[config.mk]
export PLATFORM = sky130hd
export DESIGN_NAME = pc_counter_16
export DESIGN_NICKNAME = d
export VERILOG_FILES = /design/src/rtl/pc_counter_16_pkg.sv /design/src/rtl/pc_counter_16_incrementer.sv /design/src/rtl/pc_counter_16.sv
export SDC_FILE = /design/constraint.sdc
export NUM_CORES = 1
export LEC_CHECK = 0
export BUFFER_PORTS_ARGS = -buffer_cell sky130_fd_sc_hd__buf_4
export CAP_MARGIN = 30
export CORE_ASPECT_RATIO = 0.75
export CORE_MARGIN = 3
export CORE_UTILIZATION = 46
export DETAILED_ROUTE_END_ITERATION = 7
export PLACE_DENSITY = 0.85
export SETUP_SLACK_MARGIN = 0.1
export SLEW_MARGIN = 20
export SYNTH_ARGS = -nofsm -noshare
export SYNTH_HDL_FRONTEND = slang
export SYNTH_SLANG_ARGS = --single-unit
[constraint.sdc]
create_clock -name clk -period 9 [get_ports clk]
set_input_delay 1.8 -clock clk [delete_from_list [all_inputs] [get_ports clk]]
set_output_delay 1.8 -clock clk [all_outputs]
set_load 0.05 [all_outputs]
[src/rtl/pc_counter_16_pkg.sv]
// pc_counter_16_pkg: shared width, reset vector and action encoding for the program counter
package pc_counter_16_pkg;
    localparam int PC_WIDTH = 16;
    localparam logic [PC_WIDTH-1:0] PC_RESET_VEC = 16'h0000;
    typedef enum logic [2:0] {
        ACT_LOAD,
        ACT_CALL,
        ACT_RET,
        ACT_INC,
        ACT_HOLD
    } pc_action_e;
endpackage

[src/rtl/pc_counter_16_incrementer.sv]
// pc_incrementer: +1 ripple chain of NAND-built half adders, modulo 2^WIDTH
module pc_incrementer
    import pc_counter_16_pkg::*;
#(
    parameter int WIDTH = PC_WIDTH
) (
    input  logic [WIDTH-1:0] pc,
    output logic [WIDTH-1:0] pc_plus1
);
    logic [WIDTH-1:0] c;
    assign c[0] = 1'b1;
    for (genvar i = 0; i < WIDTH; i++) begin : g_ha
        logic n1, n2, n3;
        nand u_n1 (n1, pc[i], c[i]);
        nand u_n2 (n2, pc[i], n1);
        nand u_n3 (n3, c[i], n1);
        nand u_s  (pc_plus1[i], n2, n3);
        // the final carry is the dropped overflow, so it is never built
        if (i < WIDTH - 1) begin : g_c
            nand u_c (c[i+1], n1, n1);
        end
    end
endmodule

[src/rtl/pc_counter_16.sv]
// pc_counter_16: program counter with load/call/ret priority and sticky wrap; PC_LINK_EN builds the link register
module pc_counter_16
    import pc_counter_16_pkg::*;
#(
    parameter int WIDTH = PC_WIDTH,
    parameter logic [WIDTH-1:0] RESET_VEC = PC_RESET_VEC
) (
    input  logic             clk,
    input  logic             rst,
    input  logic             en,
    input  logic             load,
    input  logic             call,
    input  logic             ret,
    input  logic [WIDTH-1:0] load_addr,
    output logic [WIDTH-1:0] pc,
    output logic [WIDTH-1:0] pc_plus1,
    output logic [WIDTH-1:0] link,
    output logic             wrap
);
    pc_action_e act;
    logic [WIDTH-1:0] pc_q, pc_d;
    logic wrap_q, wrap_d;

    pc_incrementer #(.WIDTH(WIDTH)) u_inc (
        .pc       (pc_q),
        .pc_plus1 (pc_plus1)
    );

`ifdef PC_LINK_EN
    logic [WIDTH-1:0] link_q, link_d;
    always_comb begin
        act = !en ? ACT_HOLD : load ? ACT_LOAD : call ? ACT_CALL : ret ? ACT_RET : ACT_INC;
        link_d = (act == ACT_CALL) ? pc_plus1 : link_q;
    end
    always_ff @(posedge clk or posedge rst) begin
        if (rst) link_q <= '0;
        else link_q <= link_d;
    end
    assign link = link_q;
`else
    logic unused_ret;
    assign unused_ret = ret;
    // call degrades to a plain jump when no return address is kept
    always_comb act = !en ? ACT_HOLD : (load || call) ? ACT_LOAD : ACT_INC;
    assign link = '0;
`endif

    always_comb begin
        pc_d = (act == ACT_LOAD || act == ACT_CALL) ? load_addr :
               (act == ACT_RET) ? link :
               (act == ACT_INC) ? pc_plus1 : pc_q;
        wrap_d = (act == ACT_HOLD) ? wrap_q :
                 (act == ACT_INC) ? (wrap_q | (pc_q == {WIDTH{1'b1}})) : 1'b0;
    end

    always_ff @(posedge clk or posedge rst) begin
        if (rst) begin
            pc_q   <= RESET_VEC;
            wrap_q <= 1'b0;
        end else begin
            pc_q   <= pc_d;
            wrap_q <= wrap_d;
        end
    end

    assign pc   = pc_q;
    assign wrap = wrap_q;
endmodule

Word-level counts from Yosys, hierarchy flattened
Index checks and enable logic that the tools add are counted.
- bits in read-only memories: 0
- RAM bits: 0
- word-level logic and storage cells: 139
- memories kept: 0
- input port bits: 22
- output and inout bits: 49
- bits in latches: 0
- register bits after elaboration: 17
- $mul: 0
- equal/unequal tests: 5
- magnitude comparators: 0
- $add $sub $neg: 0
- muxes and demuxes: 6
- shifts and indexed selects: 0
- reductions and logical operators: 4
- bitwise logic cells: 122
- divide/modulo/power cells: 0
- operators by type and width (kind ; number):
    1-bit inverter ; 61
    1-bit bitwise AND ; 60
    16-bit two-way mux ; 3
    16-bit equality test (second input constant) ; 1
    3-bit by 2-bit equality test with 1-bit output (second input constant) ; 2
    3-bit by 1-bit equality test with 1-bit output (second input constant) ; 1
    3-bit equality test (second input constant) ; 1
    3-bit logical NOT ; 1
    3-bit two-way mux ; 1
    3-bit nonzero test ; 1
    1-bit logical OR ; 2
    2-bit two-way mux ; 1
    1-bit two-way mux ; 1
    1-bit bitwise OR ; 1

Depth between registers and ports, before layout
Gate-level depths: netlist of run 1.
- word-level depth: 23
- mapped depth: 17
- mapped depth without buffers: 17

Modules after synthesis
From an unflattened synthesis of run 1, not the netlist that was laid out.
- cell total of the unflattened synthesis: 115
- area, all modules: 1143.6 um2
- by module, submodules not included (module ; times used ; cells an instance ; area each (um2)):
    pc_counter_16 ; 1 ; 99 ; 955.9
    pc_incrementer ; 1 ; 16 ; 187.7

Worst setup path after synthesis of run 1
Ideal clock, no wire load.
- path type: flip-flop to output port
- start point: register pc_q[0], in the netlist pc[0]
- end point: output port pc_plus1[15]
- arrival time: 3.892 ns
- required time: 7.200 ns
- buffers on the path: 0
- slack: 3.308 ns
- stages on the path, launching flop included: 16
- cells stage by stage: dfrtp_1 > ha_1 > ha_1 > ha_1 > ha_1 > ha_1 > ha_1 > ha_1 > ha_1 > ha_1 > ha_1 > ha_1 > ha_1 > ha_1 > ha_1 > xor2_1
- cells in the longest elaborated chain, start to end: 20
- RTL lines (element ; RTL line ; source):
    start: declaration ; pc_counter_16.sv:21 ; logic [WIDTH-1:0] pc_q, pc_d;
    start signal: assignment ; pc_counter_16.sv:61 ; pc_q <= pc_d;
    1-bit bitwise AND * (14 in a row) ; pc_counter_16_incrementer.sv:14 ; nand u_n1 (n1, pc[i], c[i]);
    1-bit bitwise AND ; pc_counter_16_incrementer.sv:14 ;
    1-bit inverter ; pc_counter_16_incrementer.sv:14 ;
    1-bit bitwise AND (on tied branches) ; pc_counter_16_incrementer.sv:15, pc_counter_16_incrementer.sv:16 ;
    1-bit inverter (on tied branches) ; pc_counter_16_incrementer.sv:15, pc_counter_16_incrementer.sv:16 ;
    1-bit bitwise AND * ; pc_counter_16_incrementer.sv:17 ; nand u_s (pc_plus1[i], n2, n3);
    1-bit inverter * ; pc_counter_16_incrementer.sv:17 ;
    end: declaration ; pc_counter_16.sv:16 ; output logic [WIDTH-1:0] pc_plus1,
Every way passes the cells marked *; elsewhere a longest branch is shown, timed or not.

Final worst setup path of run 1
Ends and elaborated chain as after synthesis.

==> metrics.yaml, run 1 <==
die_x_um: 63.80
final_layout_size_suffix_gt1_frac: 0.3455
grt_overflow: 0
netlist_area_um2: 1152
swShare: 0.5071
antenna_cells: 0
synth_fa_ha_area_frac: 0.1520
die_area_um2: 3148
wirelength_mm: 2.692
status: "finished clean"
synth_top_area_share: 0.3692
startpoint_type: "flip-flop"
switchingPower_mw: 0.1529
post_cts_buffers: 0
wl_per_cell_um: 13.53
post_synth.cell_area_avg_um2: 10.02
final_util: 0.6427
synth_seq_cells: 17
synth-simple-area-share: 0.09881
power_frac_seq: 0.319
fin_crit_ps: 5565
drt_iter0_markers: 13
grt_use_total: 0.1691
finalCritPeriodShare: 0.6184
die_y_um: 49.35
insertion_delay_ps: 300
hold_ws_ps: 574.9
vdd_drop_max_uv: 141.0
synth_compound_area_frac: 0.08686
clk_path_buf_depth: 2
grt_pass1_wl_mm: 4.126
via_per_inst: 4.849
dp_cells: 195
synthMuxAreaShare: 0.1303
place.gp.congestion: 0.7605
synth_most_common_cell: "dfrtp_1"
core_um2: 2346
cts_made_buffers: 3
grt_pass1_vias: 886
cts_resized: 0
hold_violations: 0
synth_top_family_by_area: "buffers and inverters"
combPwrFrac: 0.543
synth_xor_area_frac: 0.007600
skew_ps: 7.599
hp-class: "reg -> reg"
synth_area_leaders: "dfrtp_1, ha_1, mux2i_1"
synth_edf_count: 0
cp.required_ps: 7200
cp.arrival_ps: 3770
slew_headroom: 0.4161
setup_tns_ps: 0
antenna_found_initial: 0
ant_nets: 0
p_int_mw: 0.1486
drc: 0
fmaxAchievable_mhz: 179.7
drv_slew: 0
dr.pass1.iters: 4
synth_seq_area_share: 0.3692
dpl.hpwl_mm: 2.095
powerDensity_nw_per_um2: 199.9
tightestPinTransition_ps: 875.8
crit_type: "reg -> out"
cts_tree: "done"
yosys_warnings: 0
power.leakage_nw: 0.8221
vias: 965
endpoint_kind: "output port"
syn_to_final_growth_pct: 30.84
synth_top_flop_cell: "dfrtp_1"
synth.distinct_cells: 22
clkPwrFrac: 0.138
io-pin-count: 71
cts_max_level: 1
synth_top_cells_by_count: "dfrtp_1, a21oi_1, buf_4"
cts_root_buf: "clkbuf_4"
start_util: 0.4912
setup_viol: 0
max-cap-violations: 0
finalNonFillerCells: 199
grt_start_max_net_pins: 36
final_nets: 202
num_rows: 15
synthCells: 115
crit_fanout: 4
port_buffers: 53
path_clk_slew_ps: 100
yosys.area.top_type: "dfrtp_1"
cts_hold_buf: 0
cts_sinks: 17
power_mw: 0.3014
synth-async-reset-ratio: 1.000
rsz0062_at_grt: "false"
==> cell type report <==
class | instances | area [µm²]
Sequential cell | 17 | 425.4
Timing Repair Buffer | 53 | 397.9
Tap cell | 34 | 42.54
Fill cell | 216 | 838.3
Inverter | 2 | 7.507
Clock buffer | 4 | 26.28
Multi-Input combinational cell | 89 | 608.1
==> power by group through the flow <==
stage,combinational (mW),clock [mW],sequential (mW)
floorplan,0.0983,0,0.127
global placement,0.162,0,0.0968
detailed placement,0.164,0,0.0976
CTS,0.165,0.0411,0.0962
global route,0.172,0.0470,0.0980
finish,0.164,0.0417,0.0962
==> final timing paths <==
kind	startpoint	to	slack [ps]	cells after the start
max	pc[0]	pc_plus1[15]	3430	16
min	wrap	wrap	570	1
max reg2reg	pc[0]	pc[15]	5100	17
min reg2reg	wrap	wrap	570	1
max in group asynchronous	rst	pc[7]	7020	2
min in group asynchronous	rst	pc[11]	1580	2
==> sequential cells by signal (all words and copies together) (netlist names) <==
name and cells:
wrap 1, pc 16
==> routing by layer <==
metal  global-route usage  part of all wire  vias to the layer above
li1                     -                 -                      473
met1               0.2100              0.42                      448
met2               0.2830              0.49                       42
met3              0.06682             0.085                        2
met4              0.02151            0.0037                        0
met5                    0                 0                        -
==> worst max-delay path: stages, from the launching register on <==
cell and delay, ps:
dfrtp_1 420, ha_1 240, ha_1 190, ha_1 190
ha_1 190, ha_1 190, ha_1 190, ha_1 190
ha_1 190, ha_1 180, ha_1 190, ha_1 180
ha_1 180, ha_1 180, ha_1 220, xor2_1 140
buf_4 220
==> cells in the final DEF (no fill, tap or decap), types with 2 or more instances in the layout <==
master	instances
dfrtp_1	17
buf_4	53
mux2i_1	15
ha_1	14
conb_1	16
a21oi_1	16
inv_1	2
nor2_1	15
nand4_1	4
clkbuf_4	3
==> logic make-up after synthesis <==
logic type | after synthesis
DFF | 17
AOI/OAI and AO/OA | 19
muxes | 15
xor gates and xnor gates | 1
adders and majority gates | 14
other | 1
buffers and inverters | 24
and+or+nand+nor | 24
==> through the flow <==
stage	cell area (µm²)	setup WS, ps
after detailed placement	1481	3755
after CTS	1508	3421
after floorplan	1209	3308
final	1508	3435
after global routing	1508	3278
after global placement	1481	3832
(Power assumes the default switching activity.)
==> run 2: changes to the inputs <==
Settings changed: ABC_AREA set to 1, CORE_UTILIZATION 46 to 42, PLACE_DENSITY 0.85 to 0.79.
Clock period 9 ns to 5.72 ns, I/O delays scaled along.
==> metrics.yaml, run 2 <==
rsz0062_at_grt: "false"  # unchanged
cp_cell_sequence: "ha_1 > ha_1 > ha_1 > ha_1 > ha_1 > ha_1 > ha_1 > ha_1 > ha_1 > ha_1 > ha_1 > ha_1 > ha_1 > ha_1 > xor2_1 > buf_4"  # unchanged
synth.distinct_cells: 15  # was 22
hp-class: "reg -> reg"  # unchanged
yosys_warnings: 0  # unchanged
p_int_mw: 0.2249  # was 0.1486 mW
power.leakage_nw: 0.8533  # was 0.8221 nW
clkPwrFrac: 0.145  # was 0.138
swShare: 0.5036  # was 0.5071
grt_use_total: 0.1796  # was 0.1691
switchingPower_mw: 0.2281  # was 0.1529 mW
setup_tns_ps: 0  # unchanged
post_cts_buffers: 0  # unchanged
post_synth.cell_area_avg_um2: 8.056  # was 10.02 µm²
cts_tree: "done"  # unchanged
cts_hold_buf: 0  # unchanged
synth_top_area_share: 0.3799  # was 0.3692
start_util: 0.4625  # was 0.4912
slew_headroom: 0.5475  # was 0.4161
synth_top_flop_cell: "dfrtp_1"  # unchanged
wl_per_cell_um: 12.49  # was 13.53 µm
largest_register_ffs: 16  # unchanged
synth_edf_count: 0  # unchanged
drc: 0  # unchanged
synth_most_common_cell: "nand2_1"  # was dfrtp_1
core_um2: 2421  # was 2346 µm²
grt_pass1_vias: 975  # was 886
die_area_um2: 3328  # was 3148 µm²
vias: 1055  # was 965
power_frac_seq: 0.331  # was 0.319
wirelength_mm: 2.823  # was 2.692 mm
finalCritPeriodShare: 0.8656
dp_cells: 222  # was 195
fin_ws_ps: 769.0  # was 3435 ps
combPwrFrac: 0.524  # was 0.543
synth_top_cells_by_count: "nand2_1, dfrtp_1, buf_4"  # was dfrtp_1, a21oi_1, buf_4
grt_pass1_wl_mm: 4.554  # was 4.126 mm
vdd_drop_max_uv: 230.9  # was 141.0 µV
pre_cts_ws_ps: 1127  # was 3755 ps
antenna_found_initial: 0  # unchanged
antenna_cells: 0  # unchanged
synth_seq_cells: 17  # unchanged
r2r_slack_ps: 2220  # was 5100 ps
synth_seq_area_share: 0.3799  # was 0.3692
final_cell_mix: "nand2_1, buf_4, dfrtp_1"  # was buf_4, dfrtp_1, a21oi_1, conb_1
clk_path_buf_depth: 2  # unchanged
final_nets: 229  # was 202
place.gp.congestion: 0.7156  # was 0.7605
path_clk_slew_ps: 100  # about the same
yosys.area.top_type: "dfrtp_1"  # unchanged
finalNonFillerCells: 226  # was 199
die_x_um: 65.63  # was 63.80 µm
synth-async-reset-ratio: 1.000  # unchanged
power_mw: 0.4529  # was 0.3014 mW
setup_viol: 0  # unchanged
fmaxAchievable_mhz: 202.0
status: "finished clean"  # unchanged
io-pin-count: 71  # unchanged
n_fill_cell: 228  # was 216
mostFrequentLayoutCell: "nand2_1"  # was buf_4
grt_start_max_net_pins: 18  # was 36
final_util: 0.6176  # was 0.6427
endpoint_kind: "output port"  # unchanged
num_rows: 15  # unchanged
syn_to_final_growth_pct: 33.52  # was 30.84%
powerDensity_nw_per_um2: 302.9  # was 199.9 nW/µm²
drv_slew: 0  # unchanged
ant_nets: 0  # unchanged
crit_fanout: 5  # was 4
max-cap-violations: 0  # unchanged
cts_resized: 0  # unchanged
netlist_area_um2: 1120  # was 1152 µm²
crit_path_frequent_cell: "ha_1"  # unchanged
insertion_delay_ps: 290  # was 300 ps
drt_iter0_markers: 45  # was 13
cp.required_ps: 4580  # was 7200 ps
cts_max_level: 1  # unchanged
crit_type: "reg -> out"  # unchanged
final_layout_size_suffix_gt1_frac: 0.3125  # was 0.3455
tightestPinTransition_ps: 677.9  # was 875.8 ps
synth_area_leaders: "dfrtp_1, nand2_1, ha_1"  # was dfrtp_1, ha_1, mux2i_1
synthCells: 139  # was 115
cts_root_buf: "clkbuf_4"  # unchanged
critPathMaxStageDelay_ps: 430  # was 420 ps
die_y_um: 50.72  # was 49.35 µm
cts_sinks: 17  # unchanged
grt_overflow: 0  # unchanged
dpl.hpwl_mm: 2.215  # was 2.095 mm
dr.pass1.iters: 4  # unchanged
hold_violations: 0  # unchanged
cp_slowest_cell: "dfrtp_1"  # unchanged
cts_made_buffers: 3  # unchanged
port_buffers: 53  # unchanged
skew_ps: 0.8139  # was 7.599 ps
via_per_inst: 4.668  # was 4.849
startpoint_type: "flip-flop"  # unchanged
fin_crit_ps: 4951
cp.arrival_ps: 3810  # was 3770 ps
-- run 2: cell families after synthesis --
kind of cell / Yosys count / share of synthesized area
AOI/OAI and AO/OA: 1 / 0.006706
xor gates and xnor gates: 1 / 0.007823
adders and majority gates: 14 / 0.1564
buffers and inverters: 23 / 0.1453
DFF: 17 / 0.3799
other: 1 / 0.003349
and+or+nand+nor: 82 / 0.3006
-- run 2: final cells by class --
cell class / count / area, µm² / share of cell area
Clock buffer: 4 / 26.28 / 0.01757
Inverter: 4 / 15.01 / 0.01004
Multi-Input combinational cell: 114 / 588.1 / 0.3933
Sequential cell: 17 / 425.4 / 0.2845
Tap cell: 34 / 42.54 / 0.02845
Timing Repair Buffer: 53 / 397.9 / 0.2661
-- run 2: layer usage --
layer	share of wire	GRT usage	vias to the layer above	wire [µm]
met2	0.53	0.3128	46	1492
met3	0.086	0.05369	2	244
met1	0.38	0.2137	491	1066
met4	0.0067	0.04828	0	19
met5	0	0	-	0
li1	-	-	516	-
-- run 2: final timing paths --
check                           startpoint      endpoint  cells past startpoint
worst max-delay path                 pc[0]  pc_plus1[15]                     16
worst min-delay path                  wrap          wrap                      2
worst max register to register       pc[0]        pc[15]                     17
worst min register to register        wrap          wrap                      2
max in group asynchronous              rst         pc[6]                      2
min in group asynchronous              rst        pc[10]                      2
-- run 2: power groups by stage --
stage | combinational, mW | clock [mW] | sequential, mW
floorplan | 0.136 | 0 | 0.199
global placement | 0.235 | 0 | 0.151
detailed placement | 0.237 | 0 | 0.152
CTS | 0.238 | 0.0686 | 0.150
global route | 0.250 | 0.0754 | 0.153
finish | 0.237 | 0.0656 | 0.150
-- run 2: through the flow --
stage	instance area, µm²	hold slack [ps]
floorplan	1176	780.1
global placement	1469	505.4
detailed placement	1469	511.2
CTS	1495	536.6
global route	1495	578.2
finish	1495	541.7
-- run 2: critical path: cells and delay by family, from the launching register on --
family | cells | cell delay (ps)
xor+xnor | 1 | 170
buf+inv | 1 | 230
fa+ha+maj | 14 | 2690
flops | 1 | 430
==> run 3: changes to the inputs <==
--- a/config.mk
+++ b/config.mk
@@ -15,3 +15,3 @@
 export PLACE_DENSITY = 0.79
-export SETUP_SLACK_MARGIN = 0.1
+export SETUP_SLACK_MARGIN = 0.02
 export SLEW_MARGIN = 20
--- a/constraint.sdc
+++ b/constraint.sdc
@@ -3,2 +3,2 @@
 set_output_delay 1.144 -clock clk [all_outputs]
-set_load 0.05 [all_outputs]
+set_load 0.005 [all_outputs]
==> metrics.yaml, run 3 (synthesized netlist as in run 2, its figures left out) <==
status: "finished clean"  # unchanged
grt_pass1_wl_mm: 4.629  # was 4.554 mm
cts_hold_buf: 0  # unchanged
cts_sinks: 17  # unchanged
swShare: 0.3132  # was 0.5036
cts_root_buf: "clkbuf_4"  # unchanged
n_fill_cell: 231  # was 228
fin_crit_ps: 4889  # was 4951 ps
final_util: 0.6176  # unchanged
hp-class: "reg -> reg"  # unchanged
num_rows: 15  # unchanged
slew_headroom: 0.5533  # was 0.5475
p_int_mw: 0.2214  # was 0.2249 mW
vias: 1055  # unchanged
die_y_um: 50.72  # unchanged
finalNonFillerCells: 226  # unchanged
crit_type: "reg -> out"  # unchanged
antenna_cells: 0  # unchanged
clk_path_buf_depth: 2  # unchanged
setup_viol: 0  # unchanged
final_nets: 229  # unchanged
post_cts_buffers: 0  # unchanged
insertion_delay_ps: 290  # about the same
largest_register_ffs: 16  # unchanged
setup_tns_ps: 0  # unchanged
grt_start_max_net_pins: 18  # unchanged
switchingPower_mw: 0.1010  # was 0.2281 mW
hold_ws_ps: 528.3  # was 541.7 ps
core_um2: 2421  # unchanged
cts_resized: 0  # unchanged
io-pin-count: 71  # unchanged
cts_made_buffers: 3  # unchanged
fmaxAchievable_mhz: 204.5  # was 202.0 MHz
drv_slew: 0  # unchanged
regArea_um2: 425.4  # unchanged
drt_iter0_markers: 27  # was 45
grt_use_total: 0.1821  # was 0.1796
grt_pass1_vias: 1024  # was 975
antenna_found_initial: 0  # unchanged
grt_overflow: 0  # unchanged
powerDensity_nw_per_um2: 215.6  # was 302.9 nW/µm²
crit_fanout: 5  # unchanged
cts_max_level: 1  # unchanged
drc: 0  # unchanged
path_clk_slew_ps: 100  # about the same
clkPwrFrac: 0.202  # was 0.145
via_per_inst: 4.668  # unchanged
die_area_um2: 3328  # unchanged
endpoint_kind: "output port"  # unchanged
rsz0062_at_grt: "false"  # unchanged
multi_input_area_um2: 588.1  # unchanged
mostFrequentLayoutCell: "nand2_1"  # unchanged
r2r_slack_ps: 2200  # was 2220 ps
hold_violations: 0  # unchanged
dpl.hpwl_mm: 2.230  # was 2.215 mm
die_x_um: 65.63  # unchanged
skew_ps: 1.465  # was 0.8139 ps
cp.required_ps: 4580  # about the same
power_frac_seq: 0.466  # was 0.331
cp.arrival_ps: 3750  # was 3810 ps
port_buffers: 53  # unchanged
tightestPinTransition_ps: 669.3  # was 677.9 ps
final_layout_size_suffix_gt1_frac: 0.3125  # unchanged
wl_per_cell_um: 12.44  # was 12.49 µm
startpoint_type: "flip-flop"  # unchanged
cts_tree: "done"  # unchanged
dp_cells: 222  # unchanged
combPwrFrac: 0.331  # was 0.524
vdd_drop_max_uv: 145.1  # was 230.9 µV
power.leakage_nw: 0.8533  # unchanged
power_mw: 0.3223  # was 0.4529 mW
place.gp.congestion: 0.7186  # was 0.7156
max-cap-violations: 0  # unchanged
finalCritPeriodShare: 0.8548  # was 0.8656
start_util: 0.4625  # unchanged
wirelength_mm: 2.812  # was 2.823 mm
ant_nets: 0  # unchanged
final_cell_mix: "nand2_1, buf_4, dfrtp_1"  # unchanged
syn_to_final_growth_pct: 33.52  # unchanged
dr.pass1.iters: 4  # unchanged
run 3: cell counts in the layout (fill, tap and decap cells not counted):
No cell type changed its count.
run 3: power by group through the flow:
stage | registers, mW | clock network (mW) | logic [mW]
detailed placement | 0.153 | 0 | 0.107
CTS | 0.150 | 0.0683 | 0.108
finish | 0.150 | 0.0651 | 0.107
global placement | 0.151 | 0 | 0.105
floorplan | 0.151 | 0 | 0.0518
global route | 0.153 | 0.0741 | 0.120
run 3: worst paths after layout:
kind                       startpoint            to  depth (start not counted)
max                             pc[0]  pc_plus1[15]                         16
min reg2reg                      wrap          wrap                          2
min                              wrap          wrap                          2
min in group asynchronous         rst        pc[10]                          2
max in group asynchronous         rst         pc[2]                          2
max reg2reg                     pc[0]        pc[15]                         17
run 3: final cells by class:
type / count / area share
inverter: 4 / 0.01004
clock buffer: 4 / 0.01757
tap: 34 / 0.02845
multi-input combinational: 114 / 0.3933
sequential: 17 / 0.2845
timing repair buffer: 53 / 0.2661
run 3: routing by layer:
layer | part of all wire | vias up | track usage
met5 | 0 | - | 0
met4 | 0.018 | 0 | 0.05517
met3 | 0.078 | 6 | 0.05145
met2 | 0.52 | 43 | 0.3261
met1 | 0.38 | 487 | 0.2084
li1 | - | 519 | -
run 3: worst max-delay path, stage by stage, from the launching register on:
cell and delay (ps):
dfrtp_1 440, ha_1 240, ha_1 190, ha_1 190, ha_1 180, ha_1 190, ha_1 180, ha_1 180
ha_1 180, ha_1 180, ha_1 190, ha_1 190, ha_1 190, ha_1 210, ha_1 210, xor2_1 180
buf_4 140
run 3: per-stage QoR:
stage	instance area (µm²)	worst slack (ps)
final	1495	830.6
after global placement	1469	1264
after detailed placement	1469	1184
after global routing	1495	588.1
after CTS	1495	809.0
after floorplan	1176	1530
